File: config.mk
export PLATFORM = sky130hd
export DESIGN_NAME = carry_select_serial_adder_flat
export DESIGN_NICKNAME = d
export VERILOG_FILES = /design/src/rtl/carry_select_serial_adder_if.sv /design/src/rtl/carry_select_serial_adder.sv /design/src/flat_wrapper.sv
export SDC_FILE = /design/constraint.sdc
export NUM_CORES = 1
export LEC_CHECK = 0
export ABC_AREA = 1
export CORE_MARGIN = 2
export CORE_UTILIZATION = 30
export CTS_BUF_LIST = sky130_fd_sc_hd__clkbuf_8
export DETAILED_ROUTE_END_ITERATION = 10
export DONT_BUFFER_PORTS = 1
export HOLD_SLACK_MARGIN = 0.08
export PLACE_DENSITY = 0.45
export SYNTH_ARGS = -nofsm -noshare
export SYNTH_HDL_FRONTEND = slang
export SYNTH_HIERARCHICAL = 1
export SYNTH_SLANG_ARGS = --single-unit
File: constraint.sdc
create_clock -name clk -period 4.89 [get_ports clk]
set_input_delay 0.489 -clock clk [delete_from_list [all_inputs] [get_ports clk]]
set_output_delay 0.489 -clock clk [all_outputs]
set_load 0.02 [all_outputs]
File: src/rtl/carry_select_serial_adder_if.sv
// Start/done handshake bundle for the nibble-serial adder.
// CSEL_SUB_EN adds the sub request bit.
interface carry_select_serial_adder_if #(
  parameter int WIDTH = 16
);
  logic             start;
  logic [WIDTH-1:0] a;
  logic [WIDTH-1:0] b;
  logic             c_in;
`ifdef CSEL_SUB_EN
  logic             sub;
`endif
  logic             busy;
  logic             done;
  logic [WIDTH-1:0] s;
  logic             c;

`ifdef CSEL_SUB_EN
  modport master (
    output start, a, b, c_in, sub,
    input  busy, done, s, c
  );
  modport slave (
    input  start, a, b, c_in, sub,
    output busy, done, s, c
  );
`else
  modport master (
    output start, a, b, c_in,
    input  busy, done, s, c
  );
  modport slave (
    input  start, a, b, c_in,
    output busy, done, s, c
  );
`endif
endinterface

File: src/rtl/carry_select_serial_adder.sv
// Multi-cycle adder: one 4-bit carry-select slice reused per nibble, LSB first.
// Define CSEL_SUB_EN to enable subtraction via bus.sub.
module carry_select_adder_4bit_slice (
  input  logic [3:0] a,
  input  logic [3:0] b,
  input  logic       sel,
  output logic [3:0] s,
  output logic       c
);
  logic [4:0] r0;
  logic [4:0] r1;

  // both carry hypotheses computed, carry-in only picks one
  assign r0 = {1'b0, a} + {1'b0, b};
  assign r1 = {1'b0, a} + {1'b0, b} + 5'd1;
  assign {c, s} = sel ? r1 : r0;
endmodule

module carry_select_serial_adder #(
  parameter int WIDTH = 16
) (
  input  logic clk,
  input  logic rst,
  carry_select_serial_adder_if.slave bus
);
  localparam int NSLICE = WIDTH / 4;
  localparam int CW = (NSLICE > 1) ? $clog2(NSLICE) : 1;

  if ((WIDTH % 4) != 0 || WIDTH < 8) begin : g_bad_width
    $error("WIDTH must be a multiple of 4 and >= 8");
  end

  typedef enum logic [1:0] {
    IDLE = 2'd0,
    RUN  = 2'd1,
    DONE = 2'd2
  } state_t;

  state_t state;
  state_t state_d;

  logic [WIDTH-1:0] a_sh;
  logic [WIDTH-1:0] b_sh;
  logic [WIDTH-5:0] sum_sh;
  logic             carry_q;
  logic [CW-1:0]    cnt;
  logic [WIDTH-1:0] s_q;
  logic             c_q;

  logic             accept;
  logic             last;
  logic [WIDTH-1:0] b_in;
  logic             cin_eff;
  logic [3:0]       sl_s;
  logic             sl_c;
  logic [WIDTH-1:0] sum_nxt;

  assign accept = bus.start && (state != RUN);
  assign last = (cnt == CW'(NSLICE - 1));

`ifdef CSEL_SUB_EN
  // a - b computed as a + ~b + 1; carry-out is the not-borrow flag
  assign b_in = bus.sub ? ~bus.b : bus.b;
  assign cin_eff = bus.sub ? 1'b1 : bus.c_in;
`else
  assign b_in = bus.b;
  assign cin_eff = bus.c_in;
`endif

  carry_select_adder_4bit_slice u_slice (
    .a   (a_sh[3:0]),
    .b   (b_sh[3:0]),
    .sel (carry_q),
    .s   (sl_s),
    .c   (sl_c)
  );

  assign sum_nxt = {sl_s, sum_sh};

  always_ff @(posedge clk) begin
    if (rst) state <= IDLE;
    else     state <= state_d;
  end

  always_comb begin
    state_d = state;
    unique case (state)
      IDLE: if (bus.start) state_d = RUN;
      RUN:  if (last) state_d = DONE;
      DONE: state_d = bus.start ? RUN : IDLE;
      default: state_d = IDLE;
    endcase
  end

  always_ff @(posedge clk) begin
    if (rst) begin
      a_sh    <= '0;
      b_sh    <= '0;
      sum_sh  <= '0;
      carry_q <= 1'b0;
      cnt     <= '0;
      s_q     <= '0;
      c_q     <= 1'b0;
    end else if (accept) begin
      a_sh    <= bus.a;
      b_sh    <= b_in;
      carry_q <= cin_eff;
      cnt     <= '0;
    end else if (state == RUN) begin
      a_sh    <= a_sh >> 4;
      b_sh    <= b_sh >> 4;
      sum_sh  <= sum_nxt[WIDTH-1:4];
      carry_q <= sl_c;
      cnt     <= cnt + 1'b1;
      if (last) begin
        s_q <= sum_nxt;
        c_q <= sl_c;
      end
    end
  end

  assign bus.busy = (state == RUN);
  assign bus.done = (state == DONE);
  assign bus.s    = s_q;
  assign bus.c    = c_q;
endmodule
File: src/flat_wrapper.sv
// flat-port wrapper written by rule: the top's interface ports become plain ports
module carry_select_serial_adder_flat 
#(
  parameter int WIDTH = 16
)
  (clk, rst, bus_start, bus_a, bus_b, bus_c_in, bus_busy, bus_done, bus_s, bus_c);
  carry_select_serial_adder_if #(.WIDTH(WIDTH)) bus_i ();
  input  logic clk;
  input  logic rst;
  input wire logic [$bits(bus_i.start)-1:0] bus_start;
  input wire logic [$bits(bus_i.a)-1:0] bus_a;
  input wire logic [$bits(bus_i.b)-1:0] bus_b;
  input wire logic [$bits(bus_i.c_in)-1:0] bus_c_in;
  output wire logic [$bits(bus_i.busy)-1:0] bus_busy;
  output wire logic [$bits(bus_i.done)-1:0] bus_done;
  output wire logic [$bits(bus_i.s)-1:0] bus_s;
  output wire logic [$bits(bus_i.c)-1:0] bus_c;
  assign bus_i.start = bus_start;
  assign bus_i.a = bus_a;
  assign bus_i.b = bus_b;
  assign bus_i.c_in = bus_c_in;
  assign bus_busy = bus_i.busy;
  assign bus_done = bus_i.done;
  assign bus_s = bus_i.s;
  assign bus_c = bus_i.c;
  carry_select_serial_adder #(.WIDTH(WIDTH)) u_core (.clk(clk), .rst(rst), .bus(bus_i));
endmodule
==> results of run 1 <==
-- routing by layer --
| metal | wire length [um] | part of all wire (%) | vias to the layer above |
|---|---|---|---|
| met3 | 542 | 7.4 | 7 |
| met1 | 3360 | 46 | 1156 |
| li1 | - | - | 1334 |
| met2 | 3370 | 46 | 65 |
| met5 | 0 | 0 | - |
| met4 | 64 | 0.87 | 0 |
-- cell type report --
class	count	area [um2]
flip-flops and latches	66	1320
inverters	47	176
clock inverters	7	119
fillers	1139	6450
multi-input cells	284	1360
repair buffers	2	15.0
clock buffers	9	124
well taps	133	166
-- path summary, 6_finish.rpt --
path | end | slack (ns)
worst min register to register | u_core/a_sh[15]$_SDFFE_PP0P_ | 0.46
worst max register to register | u_core/carry_q$_SDFFE_PP0P_ | 2.84
worst min-delay path | u_core/a_sh[15]$_SDFFE_PP0P_ | 0.20
worst max-delay path | bus_busy | 2.83
-- sequential cells by signal, indices dropped and copies added, names as in the netlist --
name	count
u_core/bus.c	1
u_core/sum_sh	12
u_core/b_sh	16
u_core/state	2
u_core/bus.s	16
u_core/a_sh	16
u_core/cnt	2
u_core/carry_q	1
-- critical path: cells and delay by family (launching register included) --
| family | cells | cell delay [ns] |
|---|---|---|
| DFF | 1 | 0.38 |
| buffers and inverters | 1 | 0.07 |
| and+or+nand+nor | 1 | 0.78 |
-- stage by stage --
stage,instances,worst slack (ns)
floorplan,424,3.00
global placement,532,2.88
detailed placement,532,2.84
CTS,548,2.75
global route,548,2.67
finish,548,2.83
-- cells in the final DEF, fill, tap and decap left out --
cell | Yosys | layout
nor3_1 | 1 | 1
nand2_1 | 79 | 79
xnor2_1 | 1 | 1
nand2_2 | 2 | 2
o21ai_1 | 1 | 1
buf_4 | 8 | 2
clkinv_4 | 0 | 2
nand2_4 | 1 | 1
o21ai_0 | 29 | 29
inv_2 | 5 | 5
nor2_1 | 45 | 45
a21oi_1 | 15 | 15
clkinvlp_4 | 0 | 1
nor2_4 | 1 | 2
fa_1 | 1 | 1
clkbuf_8 | 0 | 9
dfxtp_1 | 66 | 66
nor2_2 | 3 | 2
inv_1 | 42 | 43
bufinv_16 | 0 | 3
xor2_1 | 1 | 1
o21bai_1 | 1 | 1
nand3_1 | 97 | 97
ha_1 | 6 | 6
-- logic make-up (layout without fill, tap and decap cells) --
group                      after synthesis  in the layout  synth area share (%)
adders and majority gates                7              7                  3.17
buffers and inverters                   74             65                  10.9
DFF                                     66             66                  44.0
and+or+nand+nor                        229            229                  33.6
AOI/OAI and AO/OA                       46             46                  7.75
xor gates and xnor gates                 2              2                 0.583
-- power groups by stage --
stage | logic (mW) | registers [mW] | clock network [mW]
6_report | 0.123 | 0.580 | 0.562
5_1_grt | 0.145 | 0.583 | 0.600
4_1_cts | 0.125 | 0.580 | 0.578
3_5_place_dp | 0.125 | 0.593 | 0
3_3_place_gp | 0.123 | 0.592 | 0
2_1_floorplan | 0.112 | 0.588 | 0
==> out/metrics.csv, run 1 <==
metric,value,unit
status,finished clean,
post_cts_resized,0,
grt_use_total,14.4,%
ys_ff_latch,66,
combPwrFrac,9.7,%
critical_path_arrival,1.57,ns
overflow,0,
antenna_found_initial,0,
period_needed,2.06,ns
timing.final.crit_share,42.1,%
yosys.area.top_type,dfxtp_1,
hold_depth,1,
drive_above_1_share,6.99,%
die_area,10800,um2
drtAntennaViolNets,0,
synth.distinct_cells,23,
finClkSkew,0.0113,ns
syn_avg_cell_area,7.09,um2
die_w,104,um
seqPwrFrac,45.8,%
grt_pass1_vias,2526,
place_hpwl,4740,um
first_pass_iters,4,
met1_usage,16.9,%
grt_pass1_wl,12600,um
hold_class,in2reg,
h-tree-depth,3,
design_area,3280,um2
die-height,104,um
insertedDiodeCount,0,
cts_made_buffers,9,
yosysWarnings,6,
worst_hold_startpoint,rst,
syn_inst,424,
hold_buffers,0,
grtUsageMet2,23.9,%
synthesis.nets,467,
cap_violations,0,
routedWlPerCell,13.4,um
grt_busiest_layer,met2,
hold_violations,0,
avgViaCountPerCell,4.68,
ys.flop_type,dfxtp_1,
row_count,36,
fmax,0.486,GHz
crit_required,4.40,ns
routed_wl,7340,um
reg2reg_from,u_core/a_sh[0]$_SDFFE_PP0P_,
netlist_top_cells_area,"dfxtp_1 (44%), nand3_1 (16%), nand2_1 (9.9%), nor2_1 (5.6%), inv_1 (5.2%)",
setup_violations,0,
worstMarginPinSlew,1.04,ns
cp-start-kind,register,
tritoncts,built,
worst-path-max-fanout,38,
postPlaceCellArea,3040,um2
reg2reg_depth,14,
met3_usage,5.76,%
syn_area,3000,um2
worstPathCellList,inv_2 > nor2_4,
synth_most_common_cell,nand3_1,
fin_tns_setup,0,ns
peakVddDrop,0.135,mV
netlist.area_leader.share,44.0,%
initial_utilization,30.9,%
clockRootBuffer,clkbuf_8,
swShare,25.4,%
synth_common_cells,"nand3_1 (97), nand2_1 (79), dfxtp_1 (66)",
vias,2562,
ys_async_sr_fraction,0,%
whs,0.199,ns
slew_headroom,30.6,%
clkPwrFrac,44.4,%
synth-edff-count,0,
clk_path_buf_depth,2,
power.net_switching,321,uW
p_per_area,385,nW/um2
cp-end-kind,primary output,
slew_violations,0,
cts_num_sinks,66,
intPower,943,uW
port_buffers,0,
layout.nets,453,
pin_count,55,
grt_max_degree,77,
rsz0062_at_grt,no,
globalplace.congestion,0.713,
post-route-util,33.7,%
coreArea,9730,um2
drt_iter0_markers,75,
ys_seq_area_share,44.0,%
worstSetupPathType,reg2out,
synthToLayoutAreaGrowth,9.25,%
insertion_delay,0.34,ns
power,1.26,mW
cts_setup_buffers,0,
cpPeakStageDelay,0.78,ns
drc_errors,0,
clk_pin_slew,0.08,ns
setup.worst_path.start,u_core/state[0]$_SDFFE_PP0P_,
p_leak,1.56,nW
cpMaxStageDelayCell,nor2_4,
Note: power is estimated with default switching activity, not from simulation.
==> inputs of run 2 (changes only) <==
- clock period: 4.89 -> 2.1 ns (I/O delays scaled with it)
==> out/metrics.csv, run 2 (synthesis gave the netlist of run 1 again) <==
metric,value,unit,change
routed_wl,7330,um,-0.18%
reg2reg_depth,14,,unchanged
r2r_setup_slack,0.16,ns,-2.68 ns
final_common_cell,nand3_1,,
grt_pass1_vias,2564,,+1.5%
clk_path_buf_depth,2,,unchanged
overflow,0,,unchanged
whs,0.0994,ns,-0.0994 ns
tritoncts,built,,
worstSetupPathType,reg2reg,,
antenna_found_initial,0,,unchanged
grt_busiest_layer,met2,,
p_per_area,809,nW/um2,+110%
grtUsageMet2,22.7,%,-1.2 points
avgViaCountPerCell,4.60,,-1.7%
setup_violations,0,,unchanged
initial_utilization,30.9,%,unchanged
hold_violations,0,,unchanged
power,2.87,mW,+130%
slew_violations,0,,unchanged
drc_errors,0,,unchanged
first_pass_iters,4,,unchanged
r2r-end,u_core/carry_q$_SDFFE_PP0P_,,
status,finished clean,,
cp-start-kind,register,,
reg2reg_from,u_core/b_sh[0]$_SDFFE_PP0P_,,
met1_usage,17.6,%,+0.68 points
clockRootBuffer,clkbuf_8,,
dp.cells,537,,+0.94%
cts_num_sinks,66,,unchanged
hold_depth,4,,+3
whs_endpoint,u_core/a_sh[7]$_SDFFE_PP0P_,,
layout.nets,478,,+5.5%
row_count,36,,unchanged
die-height,104,um,unchanged
worstMarginPinSlew,0.484,ns,-0.555 ns
final_cell_mix,"nand3_1 (96), nand2_1 (78), dfxtp_1 (64)",,
insertedDiodeCount,0,,unchanged
grt_use_total,14.2,%,-0.19 points
globalplace.congestion,0.728,,+2.1%
slew_headroom,67.7,%,+37 points
drive_above_1_share,9.55,%,+2.6 points
post-route-util,36.4,%,+2.7 points
critical_path_arrival,2.17,ns,+0.60 ns
port_buffers,0,,unchanged
final_cells,573,,+4.6%
grt_max_degree,65,,-16%
worst-path-max-fanout,3,,-92%
hold_class,in2reg,,
cpMaxStageDelayCell,fa_1,,
h-tree-depth,3,,unchanged
timing.final.crit_share,92.5,%,
drt_iter0_markers,77,,+2.7%
pre_cts_slack,0.0573,ns,-2.78 ns
fmax,0.515,GHz,
worstPathCellList,ha_4 > inv_1 > fa_1 > inv_2 > ha_4 > nand2_2 > nor2_4 > nand3_2 > nand2_1 > nand2_1 > nand2_1 > nand3_1 > nand2_1 > inv_1,,
cts_made_buffers,9,,unchanged
vias,2633,,+2.8%
grt_pass1_wl,12400,um,-0.88%
path_common_cell,nand2_1,,
peakVddDrop,0.413,mV,+210%
p_leak,1.65,nW,+6.1%
period_needed,1.94,ns,
clk_pin_slew,0.08,ns,about the same
die_area,10800,um2,unchanged
cpPeakStageDelay,0.48,ns,-0.30 ns
place_hpwl,4740,um,about the same
insertion_delay,0.34,ns,about the same
synthToLayoutAreaGrowth,17.9,%,
coreArea,9730,um2,unchanged
drtAntennaViolNets,0,,unchanged
die_w,104,um,unchanged
pin_count,55,,unchanged
crit_required,2.33,ns,-2.07 ns
finClkSkew,0.00986,ns,-0.00146 ns
met3_usage,6.08,%,+0.31 points
worst_hold_startpoint,bus_a[7],,
cp-end-kind,register,,
routedWlPerCell,12.8,um,-4.5%
finalWorstSetupSlack,0.158,ns,-2.67 ns
cap_violations,0,,unchanged
==> run 2: cell types whose count changed in the layout (fill, tap and decap cells not counted), moves of 2 or more <==
| cell | change |
|---|---|
| dfxtp_2 | +2 |
| clkinv_2 | +2 |
| ha_1 | -2 |
| buf_4 | +5 |
| dfxtp_1 | -2 |
| ha_4 | +2 |
| dlygate4sd3_1 | +19 |
| clkinv_4 | -2 |
==> run 2: layout make-up <==
class / instances / area, um2
fill: 1109 / 6190
clock buffer: 10 / 138
clock inverter: 6 / 81.3
tap: 133 / 166
multi-input combinational: 284 / 1390
sequential: 66 / 1320
inverter: 47 / 176
timing repair buffer: 27 / 263
==> run 2: through the flow <==
stage          setup TNS (ns)  instance area, um2
2_1_floorplan               0                3000
3_3_place_gp                0                3090
3_5_place_dp                0                3090
4_1_cts                     0                3500
5_1_grt               -0.0174                3540
6_report                    0                3540
==> run 2: how the worst max path moves through the flow <==
stage | from | to | cells after the start | slack [ns]
after floorplan | u_core/a_sh[0]$_SDFFE_PP0P_ | u_core/carry_q$_SDFFE_PP0P_ | 14 | 0.21
after global placement | u_core/a_sh[0]$_SDFFE_PP0P_ | u_core/carry_q$_SDFFE_PP0P_ | 14 | 0.11
after detailed placement | u_core/a_sh[0]$_SDFFE_PP0P_ | u_core/carry_q$_SDFFE_PP0P_ | 14 | 0.06
after CTS | u_core/a_sh[0]$_SDFFE_PP0P_ | u_core/carry_q$_SDFFE_PP0P_ | 14 | 0.05
after global routing | u_core/b_sh[0]$_SDFFE_PP0P_ | u_core/carry_q$_SDFFE_PP0P_ | 14 | -0.02
final | u_core/b_sh[0]$_SDFFE_PP0P_ | u_core/carry_q$_SDFFE_PP0P_ | 14 | 0.16
==> run 2: per-layer routing <==
layer / wire, um / share of wire [%]
met2: 3290 / 45
met3: 491 / 6.7
met5: 0 / 0
met1: 3500 / 48
met4: 49 / 0.67
==> run 2: critical path, delay by kind of cell, from the launching register on <==
kind	cells	cell delay, ns
simple gates	8	0.54
flops	1	0.36
buf+inv	3	0.18
fa+ha+maj	3	0.75
==> run 2: timing repair <==
action	4_1_cts	5_1_grt
resized for setup	0	9
hold buffers	19	0
hold endpoints to repair	11	0
buffers inserted	0	1
setup endpoints to repair	0	4
==> run 2: report_power, final <==
group | internal, mW | leakage [nW] | switching (mW) | total (mW)
combinational | 0.136 | 0.998 | 0.205 | 0.341
clock | 0.693 | 0.113 | 0.478 | 1.17
sequential | 1.31 | 0.540 | 0.0384 | 1.35
total | 2.14 | 1.65 | 0.722 | 2.87
==> inputs of run 3 (changes only) <==
- HOLD_SLACK_MARGIN: 0.08 -> 0.06
==> out/metrics.csv, run 3 (synthesis gave the netlist of run 1 again) <==
metric,value,unit,change
status,finished clean,,
seqPwrFrac,47.3,%,about the same
wl_met2,3270,um,-0.43%
drc_errors,0,,unchanged
insertion_delay,0.34,ns,about the same
routed_wl,7310,um,-0.30%
postPlaceCellArea,3090,um2,unchanged
cap_violations,0,,unchanged
layout.nets,476,,-0.42%
dp.cells,537,,unchanged
dr.max_layer_used,met4,,
fillers,1108,,-0.090%
fmax,0.516,GHz,+0.13%
clkPwrFrac,40.9,%,about the same
drt_iter0_markers,76,,-1.3%
crit_required,2.33,ns,about the same
routedWlPerCell,12.8,um,about the same
final_cells,571,,-0.35%
antenna_found_initial,0,,unchanged
globalplace.congestion,0.728,,unchanged
insertedDiodeCount,0,,unchanged
grt_use_total,14.2,%,about the same
intPower,2.14,mW,-0.11%
drtAntennaViolNets,0,,unchanged
timing.final.crit_share,92.4,%,-0.12 points
finClkSkew,0.00991,ns,+0.0000453 ns
pin_count,55,,unchanged
coreArea,9730,um2,unchanged
drive_above_1_share,9.59,%,+0.044 points
clk_path_buf_depth,2,,unchanged
whs,0.0939,ns,-0.00555 ns
combPwrFrac,11.8,%,about the same
avgViaCountPerCell,4.59,,-0.15%
worstMarginPinSlew,0.480,ns,-0.00343 ns
hold_violations,0,,unchanged
overflow,0,,unchanged
worstSetupPathType,reg2reg,,
synthToLayoutAreaGrowth,17.2,%,
m1WireLength,3500,um,-0.11%
design_area,3520,um2,-0.57%
cts_made_buffers,9,,unchanged
multi_input_area,1390,um2,unchanged
worst-path-max-fanout,3,,unchanged
final_common_cell,nand3_1,,
setup_violations,0,,unchanged
clk_pin_slew,0.08,ns,about the same
die_area,10800,um2,unchanged
p_leak,1.64,nW,-0.51%
cts_num_sinks,66,,unchanged
cp-end-kind,register,,
grt_pass1_wl,12400,um,about the same
die-height,104,um,unchanged
grt_max_degree,65,,unchanged
ff_latch_area,1320,um2,unchanged
place_hpwl,4740,um,unchanged
fin_tns_setup,0,ns,unchanged
power.net_switching,719,uW,-0.37%
die_w,104,um,unchanged
final_cell_mix,"nand3_1 (96), nand2_1 (78), dfxtp_1 (64)",,
vias,2620,,-0.49%
p_per_area,812,nW/um2,+0.39%
peakVddDrop,0.410,mV,-0.52%
critical_path_arrival,2.17,ns,about the same
post-route-util,36.2,%,-0.21 points
period_needed,1.94,ns,-0.00259 ns
first_pass_iters,4,,unchanged
grt_pass1_vias,2551,,-0.51%
cp-start-kind,register,,
port_buffers,0,,unchanged
slew_violations,0,,unchanged
swShare,25.1,%,-0.049 points
clockRootBuffer,clkbuf_8,,
initial_utilization,30.9,%,unchanged
tritoncts,built,,
h-tree-depth,3,,unchanged
wl_met3,476,um,-3.1%
hold_class,in2reg,,
row_count,36,,unchanged
slew_headroom,67.9,%,+0.23 points
-- run 3: changes by cell type in the layout (fill, tap and decap cells not counted) --
cell | before | now
dlygate4sd3_1 | 19 | 17
-- run 3: final timing paths --
path	start	to	slack [ns]	depth (start not counted)
max	u_core/b_sh[0]$_SDFFE_PP0P_	u_core/carry_q$_SDFFE_PP0P_	0.16	14
min	bus_a[5]	u_core/a_sh[5]$_SDFFE_PP0P_	0.09	4
max reg2reg	u_core/b_sh[0]$_SDFFE_PP0P_	u_core/carry_q$_SDFFE_PP0P_	0.16	14
min reg2reg	u_core/b_sh[15]$_SDFFE_PP0P_	u_core/b_sh[15]$_SDFFE_PP0P_	0.46	2
-- run 3: per-stage QoR --
stage / setup WS, ns / power [mW]
after CTS: 0.0485 / 2.89
after global routing: -0.0174 / 3.02
after floorplan: 0.210 / 1.63
final: 0.160 / 2.86
after global placement: 0.106 / 1.68
after detailed placement: 0.0573 / 1.68
-- run 3: area by class of cell --
cell class,instances,area share [%]
clock buffer,10,3.91
tap,133,4.73
clock inverter,6,2.31
sequential,66,37.6
inverter,47,5.01
timing repair buffer,25,6.89
multi-input combinational,284,39.6
-- run 3: per-layer routing --
metal,vias up,track usage (%)
met1,1182,17.7
met3,8,6.08
met4,0,3.57
met2,49,22.6
li1,1381,-
met5,-,0
-- run 3: critical path, cell delays in order (launching register included) --
cell and delay, ns:
dfxtp_2 0.36, ha_4 0.14, inv_1 0.05, fa_1 0.48, inv_2 0.10, ha_4 0.13
nand2_2 0.07, nor2_4 0.10, nand3_2 0.07, nand2_1 0.05, nand2_1 0.06, nand2_1 0.07
nand3_1 0.06, nand2_1 0.06, inv_1 0.03
-- run 3: timing repair --
| action | 4_1_cts | 5_1_grt |
|---|---|---|
| setup endpoints to repair | 0 | 4 |
| hold endpoints to repair | 9 | 0 |
| resized for setup | 0 | 9 |
| buffers inserted | 0 | 1 |
| hold buffers | 17 | 0 |
-- run 3: power groups by stage --
stage               logic [mW]  clock network (mW)  registers (mW)
CTS                      0.329                1.21            1.35
floorplan                0.262                   0            1.37
detailed placement       0.299                   0            1.38
global placement         0.297                   0            1.38
global route             0.392                1.27            1.36
finish                   0.337                1.17            1.35
